$ cat src/rtl/dma_w_burst_gen_pkg.sv
// Shared definitions for the DMA write burst generator.
//   AXI_ADDR_W / AXI_LEN_W : AXI address width and burst length field width
//   DMA_4K_BYTES           : AXI bursts must not cross this byte boundary
//   state_e                : burst generator FSM states
//   bytes_log2()           : log2 of the byte count of a data word
package dma_w_burst_gen_pkg;

    localparam int unsigned AXI_ADDR_W   = 32;
    localparam int unsigned AXI_LEN_W    = 8;
    localparam int unsigned DMA_4K_BYTES = 4096;

    typedef enum logic [1:0] {
        ST_IDLE  = 2'd0,
        ST_ISSUE = 2'd1,
        ST_BURST = 2'd2,
        ST_RESP  = 2'd3
    } state_e;

    function automatic int unsigned bytes_log2(input int unsigned data_w);
        return $clog2(data_w / 8);
    endfunction

endpackage

$ cat src/rtl/dma_w_burst_len.sv
// Burst length calculator (combinational).
// Returns min(remaining, MAX_BURST, words left before the next 4 KB boundary).
//   remaining in  XFER_W        words still to move (non-zero when used)
//   addr_lo   in  12            low 12 bits of the burst start byte address
//   beats     out AXI_LEN_W+1   beats for the next burst (MAX_BURST fits)
module dma_w_burst_len
    import dma_w_burst_gen_pkg::*;
#(
    parameter int unsigned XFER_W     = 16,
    parameter int unsigned MAX_BURST  = 256,
    parameter int unsigned LOG2_BYTES = 2
) (
    input  logic [XFER_W-1:0]  remaining,
    input  logic [11:0]        addr_lo,
    output logic [AXI_LEN_W:0] beats
);

    logic [31:0] dist_words;
    logic [31:0] rem_words;
    logic [31:0] limit;

    always_comb begin
        // Distance to the boundary is 1..1024 words for 4-byte data, so a
        // 32-bit working width holds every candidate without overflow.
        dist_words = (DMA_4K_BYTES - {20'd0, addr_lo}) >> LOG2_BYTES;
        rem_words  = 32'(remaining);
        limit      = MAX_BURST;
        if (dist_words < limit) begin
            limit = dist_words;
        end
        if (rem_words < limit) begin
            limit = rem_words;
        end
        beats = limit[AXI_LEN_W:0];
    end

endmodule

$ cat src/rtl/dma_w_burst_gen.sv
// DMA write burst generator: splits one transfer command into AXI-legal bursts
// (<= MAX_BURST beats, no 4 KB crossing) and streams source data into the
// write master's native port one burst at a time.
//   clk, rst            clock, asynchronous active-high reset
//   start               1-cycle command strobe, ignored while busy
//   start_addr          transfer byte address (low word-offset bits dropped)
//   xfer_words          words to move, 0 = empty transfer
//   busy / done / error transfer status; error is held until the next start
//   s_valid/s_data/s_ready  source data stream
//   dma_len, addr       burst beats-1 and burst start address to write master
//   dma_ready           write master idle; dma_error sticky bresp error
//   valid / ready       native data handshake; wdata = s_data, wstrb = all ones
module dma_w_burst_gen
    import dma_w_burst_gen_pkg::*;
#(
    parameter int unsigned ADDR_W     = AXI_ADDR_W,
    parameter int unsigned DMA_DATA_W = 32,
    parameter int unsigned XFER_W     = 16,
    parameter int unsigned MAX_BURST  = 256
) (
    input  logic                    clk,
    input  logic                    rst,
    input  logic                    start,
    input  logic [ADDR_W-1:0]       start_addr,
    input  logic [XFER_W-1:0]       xfer_words,
    output logic                    busy,
    output logic                    done,
    output logic                    error,
    input  logic                    s_valid,
    input  logic [DMA_DATA_W-1:0]   s_data,
    output logic                    s_ready,
    output logic [AXI_LEN_W-1:0]    dma_len,
    input  logic                    dma_ready,
    input  logic                    dma_error,
    output logic                    valid,
    input  logic                    ready,
    output logic [ADDR_W-1:0]       addr,
    output logic [DMA_DATA_W-1:0]   wdata,
    output logic [DMA_DATA_W/8-1:0] wstrb
);

    localparam int unsigned        LOG2_BYTES = bytes_log2(DMA_DATA_W);
    localparam logic [AXI_LEN_W:0] ONE_BEAT   = (AXI_LEN_W + 1)'(1);
    localparam logic [ADDR_W-1:0]  ALIGN_MASK =
        ~((ADDR_W'(1) << LOG2_BYTES) - ADDR_W'(1));

    state_e                 state_q, state_d;
    logic [ADDR_W-1:0]      addr_q, addr_d;
    logic [XFER_W-1:0]      rem_q, rem_d;
    logic [AXI_LEN_W:0]     beats_q, beats_d;
    logic [AXI_LEN_W:0]     cnt_q, cnt_d;
    logic [AXI_LEN_W-1:0]   len_q, len_d;
    logic                   busy_q, busy_d;
    logic                   done_q, done_d;
    logic                   err_q, err_d;

    logic [ADDR_W-1:0]      start_addr_al;
    logic [ADDR_W-1:0]      addr_adv;
    logic [XFER_W-1:0]      rem_adv;
    logic [XFER_W-1:0]      len_rem;
    logic [11:0]            len_addr_lo;
    logic [AXI_LEN_W:0]     len_beats;

    assign start_addr_al = start_addr & ALIGN_MASK;
    assign addr_adv      = addr_q + (ADDR_W'(beats_q) << LOG2_BYTES);
    assign rem_adv       = rem_q - XFER_W'(beats_q);

    // The length calculator always looks at the values that will be live on
    // the next ISSUE entry: the new command from IDLE, the advanced pointers
    // from RESP. beats is therefore registered on entry to ISSUE.
    assign len_addr_lo = (state_q == ST_IDLE) ? start_addr_al[11:0] : addr_adv[11:0];
    assign len_rem     = (state_q == ST_IDLE) ? xfer_words : rem_adv;

    dma_w_burst_len #(
        .XFER_W     (XFER_W),
        .MAX_BURST  (MAX_BURST),
        .LOG2_BYTES (LOG2_BYTES)
    ) u_burst_len (
        .remaining (len_rem),
        .addr_lo   (len_addr_lo),
        .beats     (len_beats)
    );

    always_comb begin
        state_d = state_q;
        addr_d  = addr_q;
        rem_d   = rem_q;
        beats_d = beats_q;
        cnt_d   = cnt_q;
        len_d   = len_q;
        busy_d  = busy_q;
        done_d  = 1'b0;
        err_d   = err_q;
        valid   = 1'b0;
        s_ready = 1'b0;

        case (state_q)
            ST_IDLE: begin
                if (start) begin
                    addr_d = start_addr_al;
                    rem_d  = xfer_words;
                    err_d  = 1'b0;
                    if (xfer_words == '0) begin
                        done_d = 1'b1;
                    end else begin
                        busy_d  = 1'b1;
                        beats_d = len_beats;
                        len_d   = AXI_LEN_W'(len_beats - ONE_BEAT);
                        state_d = ST_ISSUE;
                    end
                end
            end
            ST_ISSUE: begin
                valid = s_valid;
                if (dma_ready && s_valid) begin
                    cnt_d   = '0;
                    state_d = ST_BURST;
                end
            end
            ST_BURST: begin
                valid   = s_valid;
                s_ready = ready;
                if (s_valid && ready) begin
                    if (cnt_q == beats_q - ONE_BEAT) begin
                        cnt_d   = '0;
                        state_d = ST_RESP;
                    end else begin
                        cnt_d = cnt_q + ONE_BEAT;
                    end
                end
            end
            ST_RESP: begin
                if (dma_ready) begin
                    err_d  = err_q | dma_error;
                    addr_d = addr_adv;
                    rem_d  = rem_adv;
                    if (rem_adv == '0) begin
                        done_d  = 1'b1;
                        busy_d  = 1'b0;
                        state_d = ST_IDLE;
                    end else begin
                        beats_d = len_beats;
                        len_d   = AXI_LEN_W'(len_beats - ONE_BEAT);
                        state_d = ST_ISSUE;
                    end
                end
            end
            default: begin
                state_d = ST_IDLE;
            end
        endcase
    end

    always_ff @(posedge clk or posedge rst) begin
        if (rst) begin
            state_q <= ST_IDLE;
            addr_q  <= '0;
            rem_q   <= '0;
            beats_q <= '0;
            cnt_q   <= '0;
            len_q   <= '0;
            busy_q  <= 1'b0;
            done_q  <= 1'b0;
            err_q   <= 1'b0;
        end else begin
            state_q <= state_d;
            addr_q  <= addr_d;
            rem_q   <= rem_d;
            beats_q <= beats_d;
            cnt_q   <= cnt_d;
            len_q   <= len_d;
            busy_q  <= busy_d;
            done_q  <= done_d;
            err_q   <= err_d;
        end
    end

    assign busy    = busy_q;
    assign done    = done_q;
    assign error   = err_q;
    assign addr    = addr_q;
    assign dma_len = len_q;
    assign wdata   = s_data;
    assign wstrb   = '1;

endmodule
$ cat config.mk
export PLATFORM = sky130hd
export DESIGN_NAME = dma_w_burst_gen
export DESIGN_NICKNAME = d
export VERILOG_FILES = /design/src/rtl/dma_w_burst_gen_pkg.sv /design/src/rtl/dma_w_burst_len.sv /design/src/rtl/dma_w_burst_gen.sv
export SDC_FILE = /design/constraint.sdc
export NUM_CORES = 1
export LEC_CHECK = 0
export CAP_MARGIN = 20
export CORE_MARGIN = 2
export CORE_UTILIZATION = 42
export CTS_CLUSTER_SIZE = 10
export DETAILED_ROUTE_END_ITERATION = 6
export GPL_ROUTABILITY_DRIVEN = 0
export PLACE_DENSITY_LB_ADDON = 0.2
export SLEW_MARGIN = 20
export SYNTH_ARGS = -nofsm -noshare
export SYNTH_HDL_FRONTEND = slang
export SYNTH_SLANG_ARGS = --single-unit
$ cat constraint.sdc
create_clock -name clk -period 13.5 [get_ports clk]
set_input_delay 2.7 -clock clk [delete_from_list [all_inputs] [get_ports clk]]
set_output_delay 2.7 -clock clk [all_outputs]
set_load 0.03 [all_outputs]
* After elaboration in Yosys (flattened, before gate mapping)
Cells that the tools add are included.
Cells by class: bitwise gates (word level) 1, reduce and logical (&&, ||, !) cells 13, add/sub/neg operators 6, equality and inequality tests 12, order comparisons 2, multiplexer cells 47
Operators by type and width (number):
- two-way mux 9 bit | 8
- two-way mux 32 bit | 2
- one-hot mux 32 bit (2 select lines) | 1
- two-way mux 16 bit | 3
- one-hot mux 9 bit (2 select lines) | 2
- adder 32 x 11 -> 32 bit | 1
- zero test 16 bit | 2
- two-way mux 8 bit | 4
- one-hot mux 16 bit (2 select lines) | 1
- less-than comparator 16 x 30 -> 1 bit | 1
- less-than comparator 30 x 9 -> 1 bit (second input constant) | 1
- two-way mux 30 bit | 1
- != test 2 bit (second input constant) | 8
- one-hot mux 8 bit (2 select lines) | 1
- subtractor 16 x 9 -> 16 bit | 1
- subtractor 13 x 12 -> 14 bit (first input constant) | 1
- two-way mux 1 bit | 13
- two-way mux 12 bit | 1
- two-way mux 2 bit | 6
- AND reduction 5 bit | 2
- adder 9 x 1 -> 9 bit (second input constant) | 1
- equality test 9 bit | 1
- subtractor 9 x 1 -> 9 bit (second input constant) | 1
- one-hot mux 2 bit (4 select lines) | 1
- other kinds (11) | 17
Word-level totals: output and inout bits 81, bits in registers 79, bits of input ports 87, logic and storage cells 90

* Depth between registers and ports, before layout
word-level depth 11, mapped depth 27, gate-level depth less buffers 24

* Modules after synthesis
From an unflattened synthesis, not the netlist that was laid out.
Unflattened totals: cells, all modules 827, area, all modules 6746.5 µm²
Modules (own cells, without submodules):
- dma_w_burst_gen | cells an instance 755, area each 6218.5 µm², sequential area each 1926.8 µm², instances 1
- dma_w_burst_len | cells an instance 72, area each 528.0 µm², sequential area each 0.0 µm², instances 1

* Worst setup path after synthesis
No wires, ideal clock.
kind input to register, start point in start_addr[8], end point reg len_q[4], in the netlist dma_len[4], cell stages on the path 20, data required time 13.364 ns, library setup time 0.136 ns, data arrival time 6.502 ns, path slack 6.862 ns, path buffers 1, path through a221oi_1 o21ai_0 a31oi_1 nand3_2 mux2i_4 buf_2 nand2_1 ha_1 and4_1 nand3_1 a21oi_1 a2111oi_0 o311a_1 o31a_2 o21ai_4 a31oi_1 ha_1 o211a_1 xor2_1 o21ai_0
Between the ends: longest elaborated chain between the ends 10, elaborated cells on any way between the ends 12, classes of those cells 2 x add/sub; 2 x order compare; 8 x mux
RTL lines:
- from (decl) | line dma_w_burst_gen.sv:24 | input logic [ADDR_W-1:0] start_addr,
- two-way mux 12 bit * | line dma_w_burst_gen.sv:71 | assign len_addr_lo = (state_q == ST_IDLE) ? start_addr_al[11:0] : addr_adv[11:0];
- subtractor 13 x 12 -> 14 bit * | line dma_w_burst_len.sv:25 | dist_words = (DMA_4K_BYTES - {20'd0, addr_lo}) >> LOG2_BYTES;
- less-than comparator 30 x 9 -> 1 bit | line dma_w_burst_len.sv:28 | if (dist_words < limit) begin
- two-way mux 30 bit * | line dma_w_burst_len.sv:28
- less-than comparator 16 x 30 -> 1 bit | line dma_w_burst_len.sv:31 | if (rem_words < limit) begin
- two-way mux 9 bit * | line dma_w_burst_len.sv:31
- subtractor 8 x 1 -> 8 bit * | line dma_w_burst_gen.sv:108, dma_w_burst_gen.sv:143
- two-way mux 8 bit (on tied branches) | line dma_w_burst_gen.sv:137, dma_w_burst_gen.sv:103
- two-way mux 8 bit (on tied branches) | line dma_w_burst_gen.sv:133, dma_w_burst_gen.sv:99
- one-hot mux 8 bit (2 select lines) * | line dma_w_burst_gen.sv:97 | case (state_q)
- to (signal assigned) | line dma_w_burst_gen.sv:171 | len_q <= len_d;
- to (decl) | line dma_w_burst_gen.sv:52 | logic [AXI_LEN_W-1:0] len_q, len_d;
Mark *: on every way between the ends. The rest lies on a longest branch, timed or not. The select of a mux whose other input is x is not followed. A chain may end at the register's enable or synchronous reset.

* Worst setup path in the final report
start point in start_addr[2], end point reg len_q[4], in the netlist dma_len[4]
Same word-level chain as after synthesis.

==> out/metrics.cfg <==
[run_status]
run_status=completed

[synthesis]
ys_ff_latch=77
syn_avg_cell_area_sq_um=8.01
synth_area_leader_cell=dfrtp_1
yosysMostFrequentCell=nand2_1
yosysTopAreaCellShare=0.286
netlist_instances=840
yosysSeqAreaShare=0.286
synthFlopType=dfrtp_1
ys_async_sr_fraction=1.00
yosys_warnings=0
synth_common_cells=nand2_1 (97), o21ai_0 (83), dfrtp_1 (77), nor2_1 (66), a21oi_1 (62)
synth_top_cells_by_area=dfrtp_1 (29%), ha_1 (6.7%), o21ai_0 (6.2%)
synth-edff-count=0
ys_types=76
synthesis.area_sq_um=6730

[global_routing]
grt_max_degree=78
grt.total_usage=0.238
grt_pass1_vias=5999
antenna_found_initial=0
grt_overflow=0
grt_pass1_wl_mm=31.4

[clock_network]
clk_latency_ps=350
clockBufferDepth=2
cts-root-buf=clkbuf_16
cts_resized=0
path_clk_slew_ps=70
clock_sink_count=77
postCtsHoldBufs=0
cts_tree=yes
numCtsBuffers=9
h-tree-depth=3
cts_setup_buffers=0

[die]
boundaryPins=168
die_h_um=131
core_sq_um=15800
die_w_um=131
initial_core_util=0.427
fp-row-count=46
die-area_sq_um=17000

[route]
drtPass1Iterations=5
drt_iter0_markers=500
via_per_inst=5.68
drcViolationCount=0
routedWlPerCell_um=17.3
wl_mm=19.2
ant_nets=0
dr_total_vias=6294

[timing]
period_minus_slack_ps=7760
holdWs_ps=476
fin_crit_sh=0.575
setup_viol=0
slew_viol_final=0
hold_viol_final=0
tightest_slew_ps=853
timing.slew.headroom=0.431
rsz0062_at_grt=no
setup_tns_ps=0
fmax_ghz=0.129
clock_skew_ps=8.10

[power]
p_leak_nw=3.28
p_per_area_nw_per_um2=327
ir_drop_mv=0.112

[critical_path]
cpMaxStageDelayCell=mux2i_4
start_kind=input pin
cp.required_ps=13700
crit_chain=clkdlybuf4s50_1, nor3_1, a22oi_1, a211oi_2, nand3_2, mux2i_4, nand2_1, ha_1, and4_1, nand3_1, a21oi_1, a2111oi_0, o311a_1, o31a_2, o21ai_4, a31oi_1, ha_1, o211a_1, xor2_1, o21ai_0
cp_common_cell=ha_1
cp_max_fo=23
endpoint_kind=register
critPathArrivalTime_ps=7960
critPathKind=in -> reg
regToRegSetupSlack_ps=6780
cpPeakStageDelay_ps=650

[finish]
finalNetCount=1013
multi_input_area_sq_um=4310
diodes=0
syn_to_final_growth_pct=17.7
filler_cell_count=1570
layout-drive-gt1-share=0.0616
regArea_sq_um=1930

[placed_design]
port_buffers=95
hpwl_mm=13.8

[hold_path]
hold_path_class=reg -> reg

[flow_run]
max_cap_violations=0

## worst max-delay path, delay by kind of cell
family,cells,cell delay [ps]
adders and majority gates,2,600
AOI/OAI and AO/OA,10,2310
xor gates and xnor gates,1,130
buffers and inverters,1,480
muxes,1,650
and+or+nand+nor,5,1070
## power by group
group          internal, mW  switching [mW]
clock network         0.148           0.102
logic                 0.754            1.14
registers             0.335           0.111
total                  1.24            1.36
## metal layers
metal  vias up  GRT usage  wire length, um
li1       3102          -                -
met1      2964      0.325             9140
met2       196      0.374             8530
met3        32     0.0513             1050
met4         0     0.0826              491
met5         -          0                0
## kinds of logic (layout without fill, tap and decap cells)
logic type               Yosys count  after routing  share of synthesized area
XOR/XNOR                          37             37                     0.0482
flip-flops                        77             77                      0.286
buffers and inverters            100            146                     0.0787
other                              2              9                    0.00112
AO/OA/AOI/OAI                    269            269                      0.261
AND/OR/NAND/NOR                  289            289                      0.208
adder cells (fa/ha/maj)           38             38                     0.0729
multiplexers                      28             28                     0.0441
## cell usage in the layout (no fill, tap or decap), types with 17 or more instances in the layout
cell type        Yosys  routed
nand3_1             29      29
mux2i_1             24      24
o21ai_0             83      83
o22ai_1             17      17
nor2_1              66      66
xor2_1              17      17
xnor2_1             20      20
ha_1                36      34
a21oi_1             62      61
and3_1              18      18
clkdlybuf4s50_1      0      95
dfrtp_1             77      77
nand2_1             97      97
inv_1               27      26
## final timing paths
path,endpoint,from,cells after the start
setup reg to reg,dma_len[4],state_q[0],24
hold reg to reg,dma_len[0],dma_len[0],1
max in group asynchronous,dma_len[3],rst,3
min in group asynchronous,addr[10],rst,3
setup / recovery,dma_len[4],start_addr[2],20
hold / removal,dma_len[0],dma_len[0],1
## sequential cells by signal, indices dropped and copies added (netlist names)
signal   flops
addr        30
beats_q      9
busy         1
cnt_q        9
dma_len      8
done         1
error        1
rem_q       16
state_q      2
## metrics by stage
| step | power, mW | instance area, sq um | setup slack, ps | util | std cells |
|---|---|---|---|---|---|
| after floorplan | 1.86 | 6760 | 6860 | - | 847 |
| after global routing | 2.85 | 7920 | 5330 | 0.502 | 1109 |
| final | 2.59 | 7920 | 5740 | 0.502 | 1109 |
| after global placement | 2.32 | 7620 | 5420 | 0.483 | 1093 |
| after detailed placement | 2.33 | 7620 | 5430 | 0.483 | 1093 |
| after CTS | 2.59 | 7920 | 5770 | 0.502 | 1109 |
## final cells by class
class / instances / area share
multi-input cells: 670 / 0.544
clock inverters: 4 / 0.00600
repair buffers: 103 / 0.128
flip-flops and latches: 77 / 0.243
inverters: 27 / 0.0130
clock buffers: 12 / 0.0311
well taps: 216 / 0.0341
Note: power is estimated with default switching activity, not from simulation.
